[config.mk]
export PLATFORM = sky130hd
export DESIGN_NAME = instruction_fetch_sequencer
export DESIGN_NICKNAME = d
export VERILOG_FILES = /design/src/rtl/instruction_fetch_sequencer.sv
export SDC_FILE = /design/constraint.sdc
export NUM_CORES = 1
export LEC_CHECK = 0
export CORE_MARGIN = 4
export CORE_UTILIZATION = 45
export DETAILED_ROUTE_END_ITERATION = 10
export PLACE_DENSITY_LB_ADDON = 0.3
export SLEW_MARGIN = 20
export SYNTH_ARGS = -nofsm -noshare
export SYNTH_HDL_FRONTEND = slang
export SYNTH_SLANG_ARGS = --single-unit
[constraint.sdc]
create_clock -name Clk -period 1.85 [get_ports Clk]
set_input_delay 0.37 -clock Clk [delete_from_list [all_inputs] [get_ports Clk]]
set_output_delay 0.37 -clock Clk [all_outputs]
set_load 0.01 [all_outputs]
[src/rtl/instruction_fetch_sequencer.sv]
// Instruction fetch sequencer.
// Fetches one- or two-byte instructions from a combinational instruction memory.
// Each instruction is presented to a consumer through a valid/ready handshake.
//
// Ports:
//   Clk, Reset_n     rising-edge clock, asynchronous active-low reset
//   Enable           fetch permission, only looked at when about to fetch an opcode
//   Mem_address      instruction memory address (always the current PC)
//   Mem_data         combinational read data for Mem_address
//   Redirect         one-cycle jump request, beats everything else
//   Redirect_addr    target PC for Redirect
//   Instr_valid      an instruction is on Instr_* (ISSUE state)
//   Instr_ready      consumer accepts the instruction
//   Instr_pc         address of the opcode byte
//   Instr_opcode     opcode byte
//   Instr_operand    operand byte, 8'h00 for one-byte instructions
//   Instr_len        0 = one-byte, 1 = two-byte
module instruction_fetch_sequencer #(
  parameter logic [7:0] RESET_PC = 8'h00
) (
  input  logic       Clk,
  input  logic       Reset_n,
  input  logic       Enable,
  output logic [7:0] Mem_address,
  input  logic [7:0] Mem_data,
  input  logic       Redirect,
  input  logic [7:0] Redirect_addr,
  output logic       Instr_valid,
  input  logic       Instr_ready,
  output logic [7:0] Instr_pc,
  output logic [7:0] Instr_opcode,
  output logic [7:0] Instr_operand,
  output logic       Instr_len
);

  typedef enum logic [1:0] {
    StFetchOp  = 2'd0,
    StFetchArg = 2'd1,
    StIssue    = 2'd2
  } state_e;

  state_e     state_q, state_d;
  logic [7:0] pc_q, pc_d;
  logic [7:0] ipc_q, ipc_d;
  logic [7:0] opcode_q, opcode_d;
  logic [7:0] operand_q, operand_d;
  logic       len_q, len_d;
  logic       two_byte;

  // Two-byte opcodes: top bits 11 or odd opcode.
  assign two_byte = (Mem_data[7:6] == 2'b11) || Mem_data[0];

  always_comb begin
    state_d   = state_q;
    pc_d      = pc_q;
    ipc_d     = ipc_q;
    opcode_d  = opcode_q;
    operand_d = operand_q;
    len_d     = len_q;

    if (Redirect) begin
      // Redirect discards whatever is in flight, including an instruction being accepted.
      pc_d    = Redirect_addr;
      state_d = StFetchOp;
    end else begin
      case (state_q)
        StFetchOp: begin
          if (Enable) begin
            opcode_d = Mem_data;
            ipc_d    = pc_q;
            len_d    = two_byte;
            pc_d     = pc_q + 8'd1;
            if (two_byte) begin
              state_d = StFetchArg;
            end else begin
              operand_d = 8'h00;
              state_d   = StIssue;
            end
          end
        end
        StFetchArg: begin
          operand_d = Mem_data;
          pc_d      = pc_q + 8'd1;
          state_d   = StIssue;
        end
        StIssue: begin
          if (Instr_ready) begin
            state_d = StFetchOp;
          end
        end
        default: state_d = StFetchOp;
      endcase
    end
  end

  always_ff @(posedge Clk or negedge Reset_n) begin
    if (!Reset_n) begin
      state_q   <= StFetchOp;
      pc_q      <= RESET_PC;
      ipc_q     <= 8'h00;
      opcode_q  <= 8'h00;
      operand_q <= 8'h00;
      len_q     <= 1'b0;
    end else begin
      state_q   <= state_d;
      pc_q      <= pc_d;
      ipc_q     <= ipc_d;
      opcode_q  <= opcode_d;
      operand_q <= operand_d;
      len_q     <= len_d;
    end
  end

  assign Mem_address   = pc_q;
  assign Instr_valid   = (state_q == StIssue);
  assign Instr_pc      = ipc_q;
  assign Instr_opcode  = opcode_q;
  assign Instr_operand = operand_q;
  assign Instr_len     = len_q;

endmodule

==> flow_summary.yaml <==
synthesis:
  seq_area_frac_synth_pct: 53.8
  syn_nets: 165
  synthTopCellsByCount: "dfrtp_1 (35), mux2_2 (16), nand2_1 (14), inv_1 (10)"
  synth_cell_types: 30
  yosysTopAreaCellShare_pct: 53.8
  syn_area_um2: 1630
  synth.avg_cell_area_um2: 11.4
  yosysTopAreaCell: "dfrtp_1"
  synth_edf_count: 0
  synth_async_sr_flop_share_pct: 100
  ys_warn_count: 0
  synth_flop_cell: "dfrtp_1"
  synth.most_common_cell: "dfrtp_1"
  synthCells: 143
  ys_seq_elements: 35
  synth_area_leaders: "dfrtp_1 (54%), mux2_2 (11%), a211o_1 (4.3%), a22oi_1 (3.7%), nand2_1 (3.2%)"
drt:
  drt_iter0_drc: 68
  num_vias: 1373
  first_pass_iters: 6
  post-route-drc-count: 0
  via_per_inst: 5.45
  wl_per_cell_um: 16.5
  antenna_left: 0
  wirelength_um: 4150
sta:
  period_minus_slack_ns: 1.79
  hold_viol_final: 0
  drv_slew: 0
  rsz0062_at_grt: "no"
  hold_ws_ns: 0.0940
  fin_crit_sh_pct: 96.8
  setup_viol: 0
  slew_headroom_pct: 48.5
  skew_ns: 0.0108
  max_clock_freq_ghz: 0.558
  worstMarginPinSlew_ns: 0.773
clock_tree:
  cts_tree: "built"
  cts.sinks: 35
  postCtsHoldBufs: 0
  cts_buffer_depth: 2
  cts_buffers: 5
  cts_root_buf: "clkbuf_4"
  path_clk_slew_ns: 0.10
  htree_levels: 2
  insertion_delay_ns: 0.34
critical_path:
  r2r_cells: 4
  start_kind: "flop"
  cp.arrival_ns: 1.42
  worst_ep_required_time_ns: 1.48
  critPathCaptureType: "primary output"
  cp_max_fo: 2
  path_class: "flop to primary output"
flow_run:
  maxCapViolations: 0
global_routing:
  first_global_vias: 1407
  antenna_found_initial: 0
  grt_overflow: 0
  grt_use_total_pct: 19.6
  grt_max_degree: 36
  grt_pass1_wl_um: 6680
pwr:
  power.total_mw: 2.25
  vdd_drop_max_v: 0.000630
  power_density_nw_per_um2: 964
  p_leak_nw: 1.03
layout:
  final_cells: 252
  multi_input_area_um2: 678
  fin_area_um2: 2330
  fin_nets: 228
  drive_gt1_share_pct: 20.4
  ff_latch_area_um2: 880
  n_antenna_cell: 0
  n_fill_cell: 262
  syn_to_final_growth_pct: 43.4
placement:
  place_congestion: 0.795
  dp_hpwl_um: 2990
  place_area_um2: 2260
  dp_cells: 243
  portBuffers: 54
outcome:
  status: "completed"
floorplanning:
  die_width_um: 68.1
  num_rows: 21
  start_util_pct: 47.6
  die_y_um: 68.1
  die_area_um2: 4640
  core_area_um2: 3420
  pin_count: 55
worst_hold_path:
  min_path_type: "primary input to asynchronous set/reset pin"
-- registers in the layout, summed over array words and instances (netlist names) --
signal         flops
Instr_len          1
Instr_pc           8
Instr_opcode       8
state_q            2
Instr_operand      8
Mem_address        8
-- worst max-delay path, stage by stage, from the launching register on --
cell,delay [ns]
dfrtp_2,0.43
nor2b_1,0.12
clkdlybuf4s50_1,0.54
-- path summary, 6_finish.rpt --
kind / slack (ns) / start / endpoint
max in group asynchronous: 1.21 / Reset_n / state_q[0]
min in group Clk: 0.52 / Instr_opcode[1] / Instr_opcode[1]
worst min-delay path: 0.09 / Reset_n / Instr_pc[7]
worst min register to register: 0.52 / Instr_opcode[1] / Instr_opcode[1]
worst max-delay path: 0.06 / state_q[0] / Instr_valid
worst max register to register: 0.28 / state_q[1] / Instr_pc[0]
-- layout make-up --
class / instances / share of cell area, %
clock inverter: 1 / 0.215
clock buffer: 6 / 2.20
sequential: 35 / 37.7
multi-input combinational: 90 / 29.1
inverter: 10 / 1.61
tap: 46 / 2.47
timing repair buffer: 64 / 26.7
-- cell families after synthesis --
family | Yosys count | synth area share, %
AND/OR/NAND/NOR | 36 | 11.7
adder cells (fa/ha/maj) | 1 | 0.769
AO/OA/AOI/OAI | 35 | 16.5
buffers and inverters | 18 | 5.00
multiplexers | 17 | 11.7
XOR/XNOR | 1 | 0.539
flip-flops | 35 | 53.8
-- cell usage in the layout, fill, tap and decap left out, drive strengths merged --
cell           count
a211o              8
a211oi             1
a21o               1
a21oi              2
a22oi              8
a31oi              5
buf               11
clkbuf             6
clkdlybuf4s50     53
clkinv             1
dfrtp             35
ha                 1
inv               10
mux2              16
mux2i              1
nand2             14
nand3              3
nand4              2
nor2               7
nor2b              2
nor3b              1
nor4b              1
o211ai             1
o21ai              3
o21ba              1
o21bai             1
o31ai              4
or2                1
or4                5
xnor2              1
-- routing by layer --
layer	global-route usage, %	up-vias	share of wire [%]
li1	-	643	-
met1	24.8	677	43
met2	31.6	45	49
met3	5.09	8	6.8
met4	8.19	0	1.2
met5	0	-	0
-- through the flow --
step / setup TNS (ns) / setup WS (ns) / util [%]
after floorplan: 0 / 0.293 / -
after global placement: -0.555 / -0.0376 / 66.1
after detailed placement: -1.19 / -0.0853 / 66.1
after CTS: 0 / 0.0400 / 68.2
after global routing: 0 / 0.00799 / 68.3
final: 0 / 0.0594 / 68.3
-- where the power goes --
part,switching [mW],total [mW],internal (mW)
Sequential,0.112,1.03,0.919
Combinational,0.314,0.796,0.482
Clock,0.245,0.421,0.176
Total,0.670,2.25,1.58
-- repair_timing --
| action | in CTS | in global routing |
|---|---|---|
| setup endpoints to repair | 1 | 1 |
| pin swaps | 0 | 0 |
| resized for setup | 2 | 1 |
| setup buffers | 2 | 0 |
Note: power is estimated with default switching activity, not from simulation.
